==> src/rtl/mux2_arbiter_pkg.sv <==
// mux2_arbiter_pkg
//   Shared types and constants for the two-requester round-robin arbiter.
//   arb_state_t : FSM state encoding (IDLE, GRANT_A, GRANT_B)
//   SEL_A/SEL_B : mux select / priority pointer encodings
package mux2_arbiter_pkg;

   typedef enum logic [1:0] {
      IDLE    = 2'd0,
      GRANT_A = 2'd1,
      GRANT_B = 2'd2
   } arb_state_t;

   localparam logic SEL_A = 1'b0;
   localparam logic SEL_B = 1'b1;

endpackage

==> src/rtl/mux2_arbiter_mux2_1.sv <==
// mux2_1
//   Single-bit structural 2:1 mux cell.
//   in0_i : selected when sel_i = 0
//   in1_i : selected when sel_i = 1
//   sel_i : select
//   y_o   : output
module mux2_1 (
   input  logic in0_i,
   input  logic in1_i,
   input  logic sel_i,
   output logic y_o
);

   assign y_o = sel_i ? in1_i : in0_i;

endmodule

==> src/rtl/mux2_arbiter.sv <==
// mux2_arbiter
//   Packet-aware round-robin arbiter sharing one output channel between two
//   valid/ready requesters. The grant is held until the granted requester's
//   last beat is accepted; the selected beat is registered into a one-deep
//   output stage.
//
//   Optional feature macro: MUX2_ARBITER_TIMEOUT_EN
//     When defined, a stall counter forces release of the grant after
//     TIMEOUT consecutive granted cycles without a valid beat, pulsing err.
//     When undefined, err is tied to 0 and the grant is held until last.
//
//   Ports
//     clk, rst                 : clock, async active-high reset
//     a_valid/a_data/a_last    : requester A beat
//     a_ready                  : requester A accept
//     b_valid/b_data/b_last    : requester B beat
//     b_ready                  : requester B accept
//     out_valid/data/last      : registered output beat
//     out_ready                : consumer accept
//     sel                      : current grant (0 = A, 1 = B)
//     busy                     : packet in progress
//     err                      : one-cycle timeout-release pulse
//
//   state   | meaning
//   --------+-----------------------------------------------
//   IDLE    | no grant; arbitrate between pending requesters
//   GRANT_A | A owns the channel until its last beat
//   GRANT_B | B owns the channel until its last beat
module mux2_arbiter
   import mux2_arbiter_pkg::*;
#(
   parameter int WIDTH   = 8,
   parameter int TIMEOUT = 15
) (
   input  logic             clk,
   input  logic             rst,
   input  logic             a_valid,
   input  logic [WIDTH-1:0] a_data,
   input  logic             a_last,
   output logic             a_ready,
   input  logic             b_valid,
   input  logic [WIDTH-1:0] b_data,
   input  logic             b_last,
   output logic             b_ready,
   output logic             out_valid,
   output logic [WIDTH-1:0] out_data,
   output logic             out_last,
   input  logic             out_ready,
   output logic             sel,
   output logic             busy,
   output logic             err
);

   arb_state_t       state_q;
   logic             sel_q;
   logic             ptr_q;
   logic             out_valid_q;
   logic [WIDTH-1:0] out_data_q;
   logic             out_last_q;

   logic             load_en;
   logic             gnt_a;
   logic             gnt_b;
   logic             gvalid;
   logic             accept;
   logic             tmo_hit;
   logic [WIDTH:0]   a_bus;
   logic [WIDTH:0]   b_bus;
   logic [WIDTH:0]   mux_y;

   assign load_en = !out_valid_q || out_ready;
   assign gnt_a   = (state_q == GRANT_A);
   assign gnt_b   = (state_q == GRANT_B);
   assign a_ready = gnt_a && load_en;
   assign b_ready = gnt_b && load_en;
   assign gvalid  = gnt_a ? a_valid : b_valid;
   assign accept  = (a_ready && a_valid) || (b_ready && b_valid);

   // Bit WIDTH carries the last flag alongside the data bits.
   assign a_bus = {a_last, a_data};
   assign b_bus = {b_last, b_data};

   for (genvar i = 0; i <= WIDTH; i++) begin : g_mux
      mux2_1 u_mux (
         .in0_i (a_bus[i]),
         .in1_i (b_bus[i]),
         .sel_i (sel_q),
         .y_o   (mux_y[i])
      );
   end

`ifdef MUX2_ARBITER_TIMEOUT_EN
   localparam int CW = $clog2(TIMEOUT + 1);
   logic [CW-1:0] tmo_q;

   // Down-counter reloaded whenever the granted requester shows valid (or in
   // IDLE); release happens on the stall cycle that reaches terminal count.
   assign tmo_hit = (gnt_a || gnt_b) && !gvalid && (tmo_q == CW'(1));
   assign err     = tmo_hit;

   always_ff @(posedge clk or posedge rst) begin
      if (rst) begin
         tmo_q <= CW'(TIMEOUT);
      end else if ((state_q == IDLE) || gvalid) begin
         tmo_q <= CW'(TIMEOUT);
      end else if (tmo_q != CW'(1)) begin
         tmo_q <= tmo_q - CW'(1);
      end
   end
`else
   logic unused_tmo;
   assign unused_tmo = (TIMEOUT == 0);
   assign tmo_hit    = 1'b0;
   assign err        = 1'b0;
`endif

   always_ff @(posedge clk or posedge rst) begin
      if (rst) begin
         state_q     <= IDLE;
         sel_q       <= SEL_A;
         ptr_q       <= SEL_B;
         out_valid_q <= 1'b0;
         out_data_q  <= '0;
         out_last_q  <= 1'b0;
      end else begin
         case (state_q)
            IDLE: begin
               // ptr_q holds the requester served last; the other wins ties.
               if (a_valid && (!b_valid || (ptr_q == SEL_B))) begin
                  state_q <= GRANT_A;
                  sel_q   <= SEL_A;
               end else if (b_valid) begin
                  state_q <= GRANT_B;
                  sel_q   <= SEL_B;
               end
            end
            GRANT_A: begin
               if ((a_ready && a_valid && a_last) || tmo_hit) begin
                  state_q <= IDLE;
                  ptr_q   <= SEL_A;
               end
            end
            GRANT_B: begin
               if ((b_ready && b_valid && b_last) || tmo_hit) begin
                  state_q <= IDLE;
                  ptr_q   <= SEL_B;
               end
            end
            default: state_q <= IDLE;
         endcase

         if (accept) begin
            out_valid_q <= 1'b1;
            out_data_q  <= mux_y[WIDTH-1:0];
            out_last_q  <= mux_y[WIDTH];
         end else if (out_ready) begin
            out_valid_q <= 1'b0;
         end
      end
   end

   assign out_valid = out_valid_q;
   assign out_data  = out_data_q;
   assign out_last  = out_last_q;
   assign sel       = sel_q;
   assign busy      = (state_q != IDLE);

endmodule

==> config.mk <==
export PLATFORM = sky130hd
export DESIGN_NAME = mux2_arbiter
export DESIGN_NICKNAME = d
export VERILOG_FILES = /design/src/rtl/mux2_arbiter_pkg.sv /design/src/rtl/mux2_arbiter_mux2_1.sv /design/src/rtl/mux2_arbiter.sv
export SDC_FILE = /design/constraint.sdc
export NUM_CORES = 1
export LEC_CHECK = 0
export BUFFER_PORTS_ARGS = -buffer_cell sky130_fd_sc_hd__clkbuf_2
export CAP_MARGIN = 20
export CORE_MARGIN = 2
export CORE_UTILIZATION = 44
export CTS_CLUSTER_DIAMETER = 60
export DETAILED_ROUTE_END_ITERATION = 7
export PLACE_DENSITY_LB_ADDON = 0.12
export SETUP_SLACK_MARGIN = 0.1
export SLEW_MARGIN = 10
export SYNTH_ARGS = -nofsm -noshare
export SYNTH_HDL_FRONTEND = slang
export SYNTH_SLANG_ARGS = --single-unit
==> constraint.sdc <==
create_clock -name clk -period 2.1 [get_ports clk]
set_input_delay 0.21 -clock clk [delete_from_list [all_inputs] [get_ports clk]]
set_output_delay 0.21 -clock clk [all_outputs]
set_load 0.02 [all_outputs]
# Yosys cells after proc, flatten, opt, wreduce, memory -nomap -nowiden
# Index checks and enable logic that the tools add are counted.
[totals]
regBits = 14
inputBits = 23
output_inout_bits = 15
[classes]
n_eq_ne = 5
n_mux = 21
n_reduce_logical = 20
[ops]
columns = ["op", "n"]
rows = [
  ["$mux W1", 15],
  ["$mux W2", 4],
  ["$reduce_bool A2 Y1", 4],
  ["$logic_and A1 B1 Y1", 7],
  ["$pmux W2 S3", 1],
  ["$reduce_and A3 Y1", 2],
  ["$ne A2 B1 Y1 const B", 2],
  ["$logic_or A1 B1 Y1", 3],
  ["$ne A3 B3 Y1 const B", 1],
  ["$eq A2 B1 Y1 const B", 1],
  ["$eq A2 B2 Y1 const B", 1],
  ["$logic_not A1 Y1", 2],
  ["$logic_not A2 Y1", 1],
  ["$pmux W1 S2", 1],
  ["$reduce_and A2 Y1", 1],
]

# Depth between registers and ports, before layout
# Gate-level depths: netlist (run 1).
[depth]
ltp_word = 7
ltp_mapped = 4
ltp_nobuf = 3

# Cells and area by module
# From an unflattened synthesis (run 1), not the netlist that was laid out.
[hier_totals]
cells_unflattened = 61
area_unflattened_um2 = 794.5
[modules_own_cells]
columns = ["mod", "n_inst", "cells_each", "area_per_inst_um2", "seq_area_each_um2"]
rows = [
  ["mux2_arbiter", 1, 52, 659.4, 351.6],
  ["mux2_1", 9, 1, 15.0, 0.0],
]

# Worst setup path before layout (run 1)
# OpenSTA, ideal clock, no wires.
[synth_path]
kind = "reg2reg"
from = "register out_valid_q, in the netlist out_valid"
to = "register ptr_q"
setup_ns = 0.064
arrival_time_ns = 1.473
path_slack_ns = 0.563
path_stages_with_launch = 4
n_path_buf = 0
cell_sequence = "dfrtp_1 > nor2b_1 > nor3b_1 > a32o_1"
[synth_via]
elab_chain_len = 7
[synth_rtl]
columns = ["element", "line", "source"]
rows = [
  ["start: declaration", "mux2_arbiter.sv:57", "logic out_valid_q;"],
  ["start signal: assignment", "mux2_arbiter.sv:122", "out_valid_q <= 1'b0;"],
  ["start signal: assignment", "mux2_arbiter.sv:153", "out_valid_q <= 1'b1;"],
  ["start signal: assignment", "mux2_arbiter.sv:157", "out_valid_q <= 1'b0;"],
  ["$logic_not A1 Y1", "mux2_arbiter.sv:71", "assign load_en = !out_valid_q || out_ready;"],
  ["$logic_or A1 B1 Y1", "mux2_arbiter.sv:71", ""],
  ["$logic_and A1 B1 Y1", "mux2_arbiter.sv:75", "assign b_ready = gnt_b && load_en;"],
  ["named net b_ready", "mux2_arbiter.sv:44", "output logic b_ready,"],
  ["$logic_and A1 B1 Y1 (2 in a row)", "mux2_arbiter.sv:144", "if ((b_ready && b_valid && b_last) || tmo_hit) begin"],
  ["$ne A2 B1 Y1 (no source line)", "n/a", ""],
  ["$reduce_and A3 Y1 (no source line)", "n/a", ""],
  ["end signal: assignment", "mux2_arbiter.sv:121", "ptr_q <= SEL_B;"],
  ["end signal: assignment", "mux2_arbiter.sv:140", "ptr_q <= SEL_A;"],
  ["end signal: assignment", "mux2_arbiter.sv:146", "ptr_q <= SEL_B;"],
  ["end: declaration", "mux2_arbiter.sv:56", "logic ptr_q;"],
]
# The timed path passes the listed nets, and every way through them passes these cells.
# A chain may end at the register's enable or synchronous reset.

# Final worst setup path (run 1)
[layout_path]
from = "register state_q[0]"
to = "register out_last_q, in the netlist out_last"
[layout_via]
elab_chain_len = 4
[layout_rtl]
columns = ["element", "line", "source"]
rows = [
  ["start: declaration", "mux2_arbiter.sv:54", "arb_state_t state_q;"],
  ["start signal: assignment", "mux2_arbiter.sv:119", "state_q <= IDLE;"],
  ["start signal: assignment", "mux2_arbiter.sv:130", "state_q <= GRANT_A;"],
  ["start signal: assignment", "mux2_arbiter.sv:133", "state_q <= GRANT_B;"],
  ["$eq A2 B1 Y1 / $eq A2 B2 Y1 (equally long branches)", "mux2_arbiter.sv:72, mux2_arbiter.sv:73", ""],
  ["$logic_and A1 B1 Y1 (on tied branches)", "mux2_arbiter.sv:74, mux2_arbiter.sv:75", ""],
  ["$logic_and A1 B1 Y1", "mux2_arbiter.sv:77", "assign accept = (a_ready && a_valid) || (b_ready && b_valid);"],
  ["$logic_or A1 B1 Y1 (*)", "mux2_arbiter.sv:77", ""],
  ["end signal: assignment", "mux2_arbiter.sv:155", "out_last_q <= mux_y[WIDTH];"],
  ["end: declaration", "mux2_arbiter.sv:59", "logic out_last_q;"],
]
# Every way passes the cells marked *; elsewhere a longest branch is shown, timed or not.

==> results.toml, run 1 <==
[cells_and_area]
synthToLayoutAreaGrowth_pct = 28.8
ff_latch_area_um2 = 352
final_net_count = 124
diodes = 0
filler_cell_count_in_the_final_layout = 153
drive_above_1_share_pct = 64.0
layoutNonFillerInstCount = 117
multiInputGateArea_um2 = 379
final_cell_area_um2 = 986

[job]
maxCapViolations = 0

[synthesis]
ys_types = 26
synth_seq_cells = 14
post_synth_instance_area_um2 = 766
synthesis.instances = 63
yosys_warnings = 0
syn_nets = 86
synth_sequential_area_ratio_pct = 45.9
postSynthAreaPerCell_um2 = 12.2

[sta]
finalHoldWorstSlack_ps = 176
min_period_ps = 1670
setup-violations-final = 0
max_slew_violation_total_from_the_final_report = 0
finClkSkew_ps = 3.59
fmax_mhz = 600
max_slew.worst_pin.slew_ps = 513
grt_setup_unrepaired = "false"
tns_ps = 0
relSlewSlack_pct = 65.8
layout_worst_path_cycle_share_pct = 79.4
final_hold_vio_count = 0

[floorplanning]
core_area_um2 = 1690
chipWidth_um = 45.7
floorplan_die_area_um2 = 2090
top_level_ports = 38
num_rows = 15
initial_utilization_pct = 45.3
dieHeight_um = 45.7

[clocking]
ctsResizeCount = 0
cts_made_buffers = 3
clock_sinks = 14
clock_h_tree_levels = 1
hold_buffers_post_cts = 1
tritoncts = "done"
post_cts.repair.setup_buffers = 0
clock_latency_ps = 280
worst_setup_hold_path_clk_slew_ps = 90
max-clock-path-buffers = 2
cts_root_buffer = "sky130_fd_sc_hd__clkbuf_4"

[global_route]
overflow = 0
combined_global_route_utilization_of_all_metal_layers_pct = 15.7
grt_antenna_before_repair = 0
largest_net_degree_at_the_start_of_global_routing = 15
global_route_wire_length_before_repair_um = 2250
number_of_global_route_vias_before_repair = 531

[outcome]
run_status = "finished clean"

[detailed_routing]
dr_total_vias = 627
drt_first_iter_violations = 10
drt-vias-per-instance = 5.36
detail_route.drc_violations = 0
drt_pre_antenna_iters = 4
final_antenna_net_count = 0
routed_wirelength_um = 1410
wire_per_inst_um = 12.1

[critical_path]
critPathRequiredTime_ps = 2270
crit_path_start_kind = "flop"
cp.arrival_ps = 1840
worst-path-max-fanout = 10
critical_path.endpoint_type = "flop"
critical_path_class = "flop to flop"

[power_and_ir_drop]
cellPowerDensity_nw_per_um2 = 1550
power_leakage_nw = 0.478
vdd_drop_max_mv = 0.735

[placed_design]
gpl.final_weighted_congestion = 0.809
hpwl_um = 1080
placedCellCount = 112
io_buffers = 36
placedInstanceArea_um2 = 940

[hold_path]
min_path_type = "input pin to flop"
-- worst max-delay path, cell delays in order (launching register included) --
cell and delay (ps):
sky130_fd_sc_hd__dfrtp_1 560, sky130_fd_sc_hd__a21oi_1 130, sky130_fd_sc_hd__a211oi_4 470, sky130_fd_sc_hd__mux2_2 390
-- where the power goes --
| group | total [mW] | internal, mW | switching, mW |
|---|---|---|---|
| Sequential | 0.558 | 0.416 | 0.142 |
| Clock | 0.192 | 0.105 | 0.0870 |
| Combinational | 0.777 | 0.390 | 0.388 |
| Total | 1.53 | 0.911 | 0.617 |
-- kinds of logic (layout without fill, tap and decap cells) --
group	after synthesis	in the layout	share of synthesized area [%]
flops	14	14	45.9
simple gates	15	15	13.1
buf+inv	6	43	4.57
compound gates	9	9	9.48
other cells	1	1	0.490
mux	18	18	26.5
-- metal layers --
layer  wire length (um)  up-vias  GRT usage, %
li1                   -      298             -
met1                632      297          19.0
met2                687       28          23.9
met3                 80        4          4.76
met4                 14        0          10.3
met5                  0        -             0
-- through the flow --
stage          power (mW)  setup slack, ps  util (%)
3_3_place_gp         1.34              441      55.6
6_report             1.53              433      58.4
5_1_grt              1.64              329      58.4
3_5_place_dp         1.35              422      55.6
2_1_floorplan        1.15              563         -
4_1_cts              1.55              398      58.4
-- sequential cells by signal (all words and copies together) (netlist names) --
name / count
out_valid: 1
out_data: 8
state_q: 2
ptr_q: 1
out_last: 1
sel: 1
-- synthesized netlist by cell type, drive strengths merged --
cell     n  share of area, %
mux2    18                26
dfrtp   13                42
a21oi    4               2.6
buf      3               3.1
nand2    3               1.5
nand2b   3               3.4
and2b    2               2.3
inv      2              0.98
a211oi   1               2.6
a311oi   1               1.1
a31oi    1              0.82
a32o     1               1.3
and2     1              0.82
and4     1               1.3
clkbuf   1              0.49
conb     1              0.49
dfstp    1               3.4
nand4    1              0.82
nor2     1              0.49
nor2b    1              0.82
nor3     1              0.65
nor3b    1              0.98
o211ai   1              0.98
-- cell type report --
| class | count | share of cell area [%] |
|---|---|---|
| multi-input cells | 43 | 38.5 |
| flip-flops and latches | 14 | 35.7 |
| repair buffers | 37 | 19.3 |
| clock buffers | 4 | 3.68 |
| well taps | 17 | 2.16 |
| inverters | 2 | 0.761 |
-- cell usage in the layout (no fill, tap or decap) --
master	count
sky130_fd_sc_hd__nand2b_4	1
sky130_fd_sc_hd__conb_1	1
sky130_fd_sc_hd__and2b_2	2
sky130_fd_sc_hd__dlygate4sd3_1	1
sky130_fd_sc_hd__nor3_1	1
sky130_fd_sc_hd__a311oi_1	1
sky130_fd_sc_hd__a21oi_1	4
sky130_fd_sc_hd__and2_1	1
sky130_fd_sc_hd__nand2b_1	2
sky130_fd_sc_hd__clkbuf_8	1
sky130_fd_sc_hd__nand2_1	3
sky130_fd_sc_hd__and4_2	1
sky130_fd_sc_hd__nor3b_1	1
sky130_fd_sc_hd__dfrtp_1	13
sky130_fd_sc_hd__a31oi_1	1
sky130_fd_sc_hd__nor2b_1	1
sky130_fd_sc_hd__a32o_1	1
sky130_fd_sc_hd__nor2_1	1
sky130_fd_sc_hd__a211oi_4	1
sky130_fd_sc_hd__clkbuf_4	3
sky130_fd_sc_hd__nand4_1	1
sky130_fd_sc_hd__inv_1	2
sky130_fd_sc_hd__dfstp_2	1
sky130_fd_sc_hd__clkbuf_2	36
sky130_fd_sc_hd__o211ai_1	1
sky130_fd_sc_hd__mux2_2	18
-- path summary, 6_finish.rpt --
check / from / to / slack (ps) / depth (start not counted)
setup reg to reg: state_q[0]$_DFFE_PP0P_ / out_last$_DFFE_PP0P_ / 430 / 3
hold reg to reg: out_data[4]$_DFFE_PP0P_ / out_data[4]$_DFFE_PP0P_ / 510 / 1
hold / removal: a_last / state_q[0]$_DFFE_PP0P_ / 180 / 2
max in group asynchronous: rst / ptr_q$_DFFE_PP1P_ / 1250 / 3
min in group asynchronous: rst / out_data[4]$_DFFE_PP0P_ / 480 / 3
setup / recovery: state_q[0]$_DFFE_PP0P_ / out_last$_DFFE_PP0P_ / 430 / 3
No activity file was read; power rests on OpenSTA's default activity.
==> inputs of run 2 (changes only) <==
Clock period 2.1 ns to 1.55 ns, I/O delays scaled along.
==> run 2 against run 1 <==
  * Global-route usage grew 1.9 points
  * Design area grew 11%
  * Clock-buffer cell count is the same
  * Total power grew 56%
  * Clock power grew 38%
  * Critical path type unchanged
  * First-iteration DRC count shrank 60%
  * Maximum frequency grew 16%
  * Critical path depth grew 1
  * Register-to-register slack lost 320 ps
==> results.toml, run 2 (synthesized netlist as in run 1, its figures left out) <==
[clocking]
clock_sinks = 14
clock_latency_ps = 280
max-clock-path-buffers = 2
tritoncts = "done"
worst_setup_hold_path_clk_slew_ps = 90
cts_made_buffers = 3
clock_h_tree_levels = 1
cts_root_buffer = "sky130_fd_sc_hd__clkbuf_4"

[floorplanning]
core_area_um2 = 1690
top_level_ports = 38
dieHeight_um = 45.7
chipWidth_um = 45.7
num_rows = 15
floorplan_die_area_um2 = 2090
initial_utilization_pct = 45.3

[critical_path]
worst-path-max-fanout = 6
critPathRequiredTime_ps = 1710
critical_path_class = "flop to flop"
critical_path.endpoint_type = "flop"
worst_path_dominant_cell_family = "flip-flops"
slowest_delay_ps = 450
critical_path.cell_chain = "nand2b_4 > a211oi_4 > buf_6 > mux2_2"
cp.arrival_ps = 1600
crit_slowest_cell = "sky130_fd_sc_hd__dfrtp_2"
crit_path_start_kind = "flop"
cp_num_buf_inv = 1

[power_and_ir_drop]
design_power_total_mw = 2.38
cellPowerDensity_nw_per_um2 = 2160
power_leakage_nw = 0.546
vdd_drop_max_mv = 1.05

[cells_and_area]
filler_cell_count_in_the_final_layout = 140
multiInputGateArea_um2 = 409
final_cell_area_um2 = 1100
diodes = 0
layoutNonFillerInstCount = 125
final_net_count = 132
synthToLayoutAreaGrowth_pct = 43.5
leading_cell_type_in_the_layout_fill_and_taps_excluded = "sky130_fd_sc_hd__clkbuf_2"
ff_latch_area_um2 = 353
fraction_of_the_core_area_covered_by_cells_at_the_end_of_the_flow_pct = 65.0
flip_flop_count_of_the_largest_register_after_layout = 8
final_cell_mix = "35 x sky130_fd_sc_hd__clkbuf_2, 14 x sky130_fd_sc_hd__mux2_2, 12 x sky130_fd_sc_hd__dfrtp_1"
drive_above_1_share_pct = 70.4

[sta]
max_slew.worst_pin.slew_ps = 547
finalHoldWorstSlack_ps = 106
tns_ps = 0
fin_ws_ps = 114
fmax_mhz = 696
max_slew_violation_total_from_the_final_report = 0
layout_worst_path_cycle_share_pct = 92.7
setup-violations-final = 0
min_period_ps = 1440
final_hold_vio_count = 0
grt_setup_unrepaired = "true"
finClkSkew_ps = 8.82
relSlewSlack_pct = 63.5

[placed_design]
io_buffers = 36
gpl.final_weighted_congestion = 0.775
placedCellCount = 116
placedInstanceArea_um2 = 975
hpwl_um = 1170
dpl_worst_slack_ps = 146

[detailed_routing]
drt_pre_antenna_iters = 4
dr_total_vias = 642
detail_route.drc_violations = 0
drt-vias-per-instance = 5.14
routed_wirelength_um = 1590
drt_first_iter_violations = 4
wire_per_inst_um = 12.7
final_antenna_net_count = 0

[global_route]
largest_net_degree_at_the_start_of_global_routing = 15
grt_antenna_before_repair = 0
overflow = 0
number_of_global_route_vias_before_repair = 565
combined_global_route_utilization_of_all_metal_layers_pct = 17.6
global_route_wire_length_before_repair_um = 2540

[hold_path]
min_path_type = "input pin to flop"

[job]
maxCapViolations = 0

[outcome]
run_status = "finished clean"
run 2: cell type report:
type	count	share of cell area [%]
clock buffers	4	3.30
inverters	2	0.683
repair buffers	45	24.7
flip-flops and latches	14	32.1
well taps	17	1.94
multi-input cells	43	37.2
run 2: worst register-to-register path: stages (launching register included):
cell and delay, ps:
sky130_fd_sc_hd__dfrtp_2 450, sky130_fd_sc_hd__nand2b_4 160, sky130_fd_sc_hd__a211oi_4 240, sky130_fd_sc_hd__buf_6 160
sky130_fd_sc_hd__mux2_2 320
run 2: final timing paths:
check | slack, ps | start | depth (start not counted) | endpoint
max | 110 | state_q[1]$_DFFE_PP0P_ | 4 | out_data[1]$_DFFE_PP0P_
min | 110 | a_last | 2 | state_q[0]$_DFFE_PP0P_
max reg2reg | 110 | state_q[1]$_DFFE_PP0P_ | 4 | out_data[1]$_DFFE_PP0P_
min reg2reg | 510 | state_q[1]$_DFFE_PP0P_ | 1 | state_q[0]$_DFFE_PP0P_
max in group asynchronous | 720 | rst | 3 | state_q[1]$_DFFE_PP0P_
min in group asynchronous | 440 | rst | 3 | out_valid$_DFFE_PP0P_
run 2: power breakdown:
part | total, mW | internal, mW | switching [mW]
combinational | 1.39 | 0.761 | 0.625
clock | 0.264 | 0.143 | 0.122
sequential | 0.727 | 0.567 | 0.161
total | 2.38 | 1.47 | 0.907
run 2: metal layers:
| metal | vias up | GRT usage [%] | share of wire (%) |
|---|---|---|---|
| li1 | 316 | - | - |
| met3 | 2 | 4.76 | 6.2 |
| met5 | - | 0 | 0 |
| met2 | 23 | 25.1 | 47 |
| met4 | 0 | 8.57 | 0.63 |
| met1 | 301 | 24.6 | 46 |
run 2: what timing repair did:
action | 4_1_cts | 5_1_grt
hold endpoints to repair | 13 | 0
buffers inserted | 3 | 1
pin swaps | 0 | 1
setup endpoints to repair | 2 | 11
resized for setup | 4 | 10
hold buffers | 1 | 0
==> inputs of run 3 (changes only) <==
--- a/constraint.sdc
+++ b/constraint.sdc
@@ -3,2 +3,2 @@
 set_output_delay 0.155 -clock clk [all_outputs]
-set_load 0.02 [all_outputs]
+set_load 0.05 [all_outputs]
==> run 3 against run 2 <==
  * Utilization increased by 2.1 points
  * First-iteration DRC count rose by 50%
  * Sequential cell count did not move
  * Sequential share of layout area shrank 0.92 points
  * Largest cell class unchanged
  * Largest power group unchanged
  * Highest routed layer unchanged
==> results.toml, run 3 (synthesized netlist as in run 1, its figures left out) <==
[hold_path]
min_from = "a_last"
min_path_type = "input pin to flop"

[global_route]
largest_net_degree_at_the_start_of_global_routing = 15
combined_global_route_utilization_of_all_metal_layers_pct = 17.8
grt_antenna_before_repair = 0
global_route_wire_length_before_repair_um = 2600
number_of_global_route_vias_before_repair = 583
overflow = 0

[detailed_routing]
dr_total_vias = 652
drt_pre_antenna_iters = 4
drt_first_iter_violations = 6
routed_wirelength_um = 1710
wire_per_inst_um = 13.4
detail_route.drc_violations = 0
drt-vias-per-instance = 5.13
final_antenna_net_count = 0

[cells_and_area]
multiInputGateArea_um2 = 410
flip_flop_count_of_the_largest_register_after_layout = 8
fraction_of_the_core_area_covered_by_cells_at_the_end_of_the_flow_pct = 67.2
drive_above_1_share_pct = 73.6
final_cell_mix = "33 x sky130_fd_sc_hd__clkbuf_2, 18 x sky130_fd_sc_hd__mux2_2, 11 x sky130_fd_sc_hd__dfrtp_1"
ff_latch_area_um2 = 354
final_net_count = 134
leading_cell_type_in_the_layout_fill_and_taps_excluded = "sky130_fd_sc_hd__clkbuf_2"
diodes = 0
synthToLayoutAreaGrowth_pct = 48.2
filler_cell_count_in_the_final_layout = 137
layoutNonFillerInstCount = 127

[critical_path]
crit_path_launch = "state_q[0]$_DFFE_PP0P_"
r2r_slack_ps = 110
critPathRequiredTime_ps = 1390
critical_path.reg2reg.startpoint = "out_valid$_DFFE_PP0P_"
cp.arrival_ps = 1320
crit-reg2reg-capture = "out_data[4]$_DFFE_PP0P_"
critPathCapture = "a_ready"
worst-path-max-fanout = 5
critical_path_class = "flop to output port"
ff2ff_path_depth = 4
critical_path.endpoint_type = "output port"
crit_path_start_kind = "flop"

[sta]
grt_setup_unrepaired = "true"
fmax_mhz = 677
min_period_ps = 1480
layout_worst_path_cycle_share_pct = 95.2
max_slew_violation_total_from_the_final_report = 0
relSlewSlack_pct = 65.4
final_hold_vio_count = 0
fin_ws_ps = 73.7
max_slew.worst_pin.slew_ps = 518
finClkSkew_ps = 8.10
setup-violations-final = 0

[power_and_ir_drop]
design_power_total_mw = 2.90
power_leakage_nw = 0.554
vdd_drop_max_mv = 1.54
cellPowerDensity_nw_per_um2 = 2550

[floorplanning]
initial_utilization_pct = 45.3
top_level_ports = 38
dieHeight_um = 45.7
core_area_um2 = 1690
num_rows = 15
chipWidth_um = 45.7
floorplan_die_area_um2 = 2090

[placed_design]
dpl_worst_slack_ps = 159
placedCellCount = 116
gpl.final_weighted_congestion = 0.808
io_buffers = 36
hpwl_um = 1220

[clocking]
cts_root_buffer = "sky130_fd_sc_hd__clkbuf_4"
tritoncts = "done"
clock_sinks = 14
clock_latency_ps = 280
clock_h_tree_levels = 1
max-clock-path-buffers = 2
cts_made_buffers = 3
worst_setup_hold_path_clk_slew_ps = 90

[outcome]
run_status = "finished clean"

[job]
maxCapViolations = 0
[run 3: changes by cell type in the layout (fill, tap and decap cells not counted), moves of 2 or more]
cell,change
sky130_fd_sc_hd__buf_4,+3
sky130_fd_sc_hd__mux2_4,-4
sky130_fd_sc_hd__mux2_2,+4
sky130_fd_sc_hd__clkbuf_2,-2
[run 3: routing by layer]
metal / up-vias / track usage (%) / wire length, um
li1: 314 / - / -
met1: 311 / 23.3 / 750
met2: 25 / 29.0 / 859
met3: 2 / 2.38 / 81
met4: 0 / 8.57 / 13
met5: - / 0 / 0
[run 3: worst min-delay path by stage]
stage / end / cells past startpoint
detailed placement: out_data[7]$_DFFE_PP0P_ / 2
global placement: out_data[7]$_DFFE_PP0P_ / 2
finish: state_q[0]$_DFFE_PP0P_ / 2
floorplan: out_data[0]$_DFFE_PP0P_ / 1
global route: state_q[0]$_DFFE_PP0P_ / 2
CTS: state_q[0]$_DFFE_PP0P_ / 2
[run 3: cell type report]
cell class / count / area share, %
multi-input combinational: 43 / 36.2
sequential: 14 / 31.2
timing repair buffer: 47 / 26.9
clock buffer: 4 / 3.20
tap: 17 / 1.87
inverter: 2 / 0.662
[run 3: stage by stage]
stage	hold slack, ps	TNS [ps]	instance area [um^2]
2_1_floorplan	43.4	-95.5	788
3_3_place_gp	207	0	991
3_5_place_dp	208	0	991
4_1_cts	116	0	1100
5_1_grt	127	0	1130
6_report	123	0	1130
[run 3: report_power, final]
group	internal (mW)	switching [mW]	leakage, nW
combinational	0.808	1.10	0.370
clock	0.143	0.118	0.0210
sequential	0.570	0.154	0.162
total	1.52	1.37	0.554
[run 3: critical path, cell delays in order (launching register included)]
cell,delay (ps)
sky130_fd_sc_hd__dfrtp_1,410
sky130_fd_sc_hd__buf_6,140
sky130_fd_sc_hd__and2_4,130
sky130_fd_sc_hd__and2b_2,190
sky130_fd_sc_hd__clkbuf_16,170
[run 3: what timing repair did]
action                                 CTS  global route
pin swaps                                0             1
buffers inserted                         2             4
hold buffers                             1             0
gates resized for setup                 10             2
setup endpoints to repair                3             7
endpoints found under the hold margin   13             0
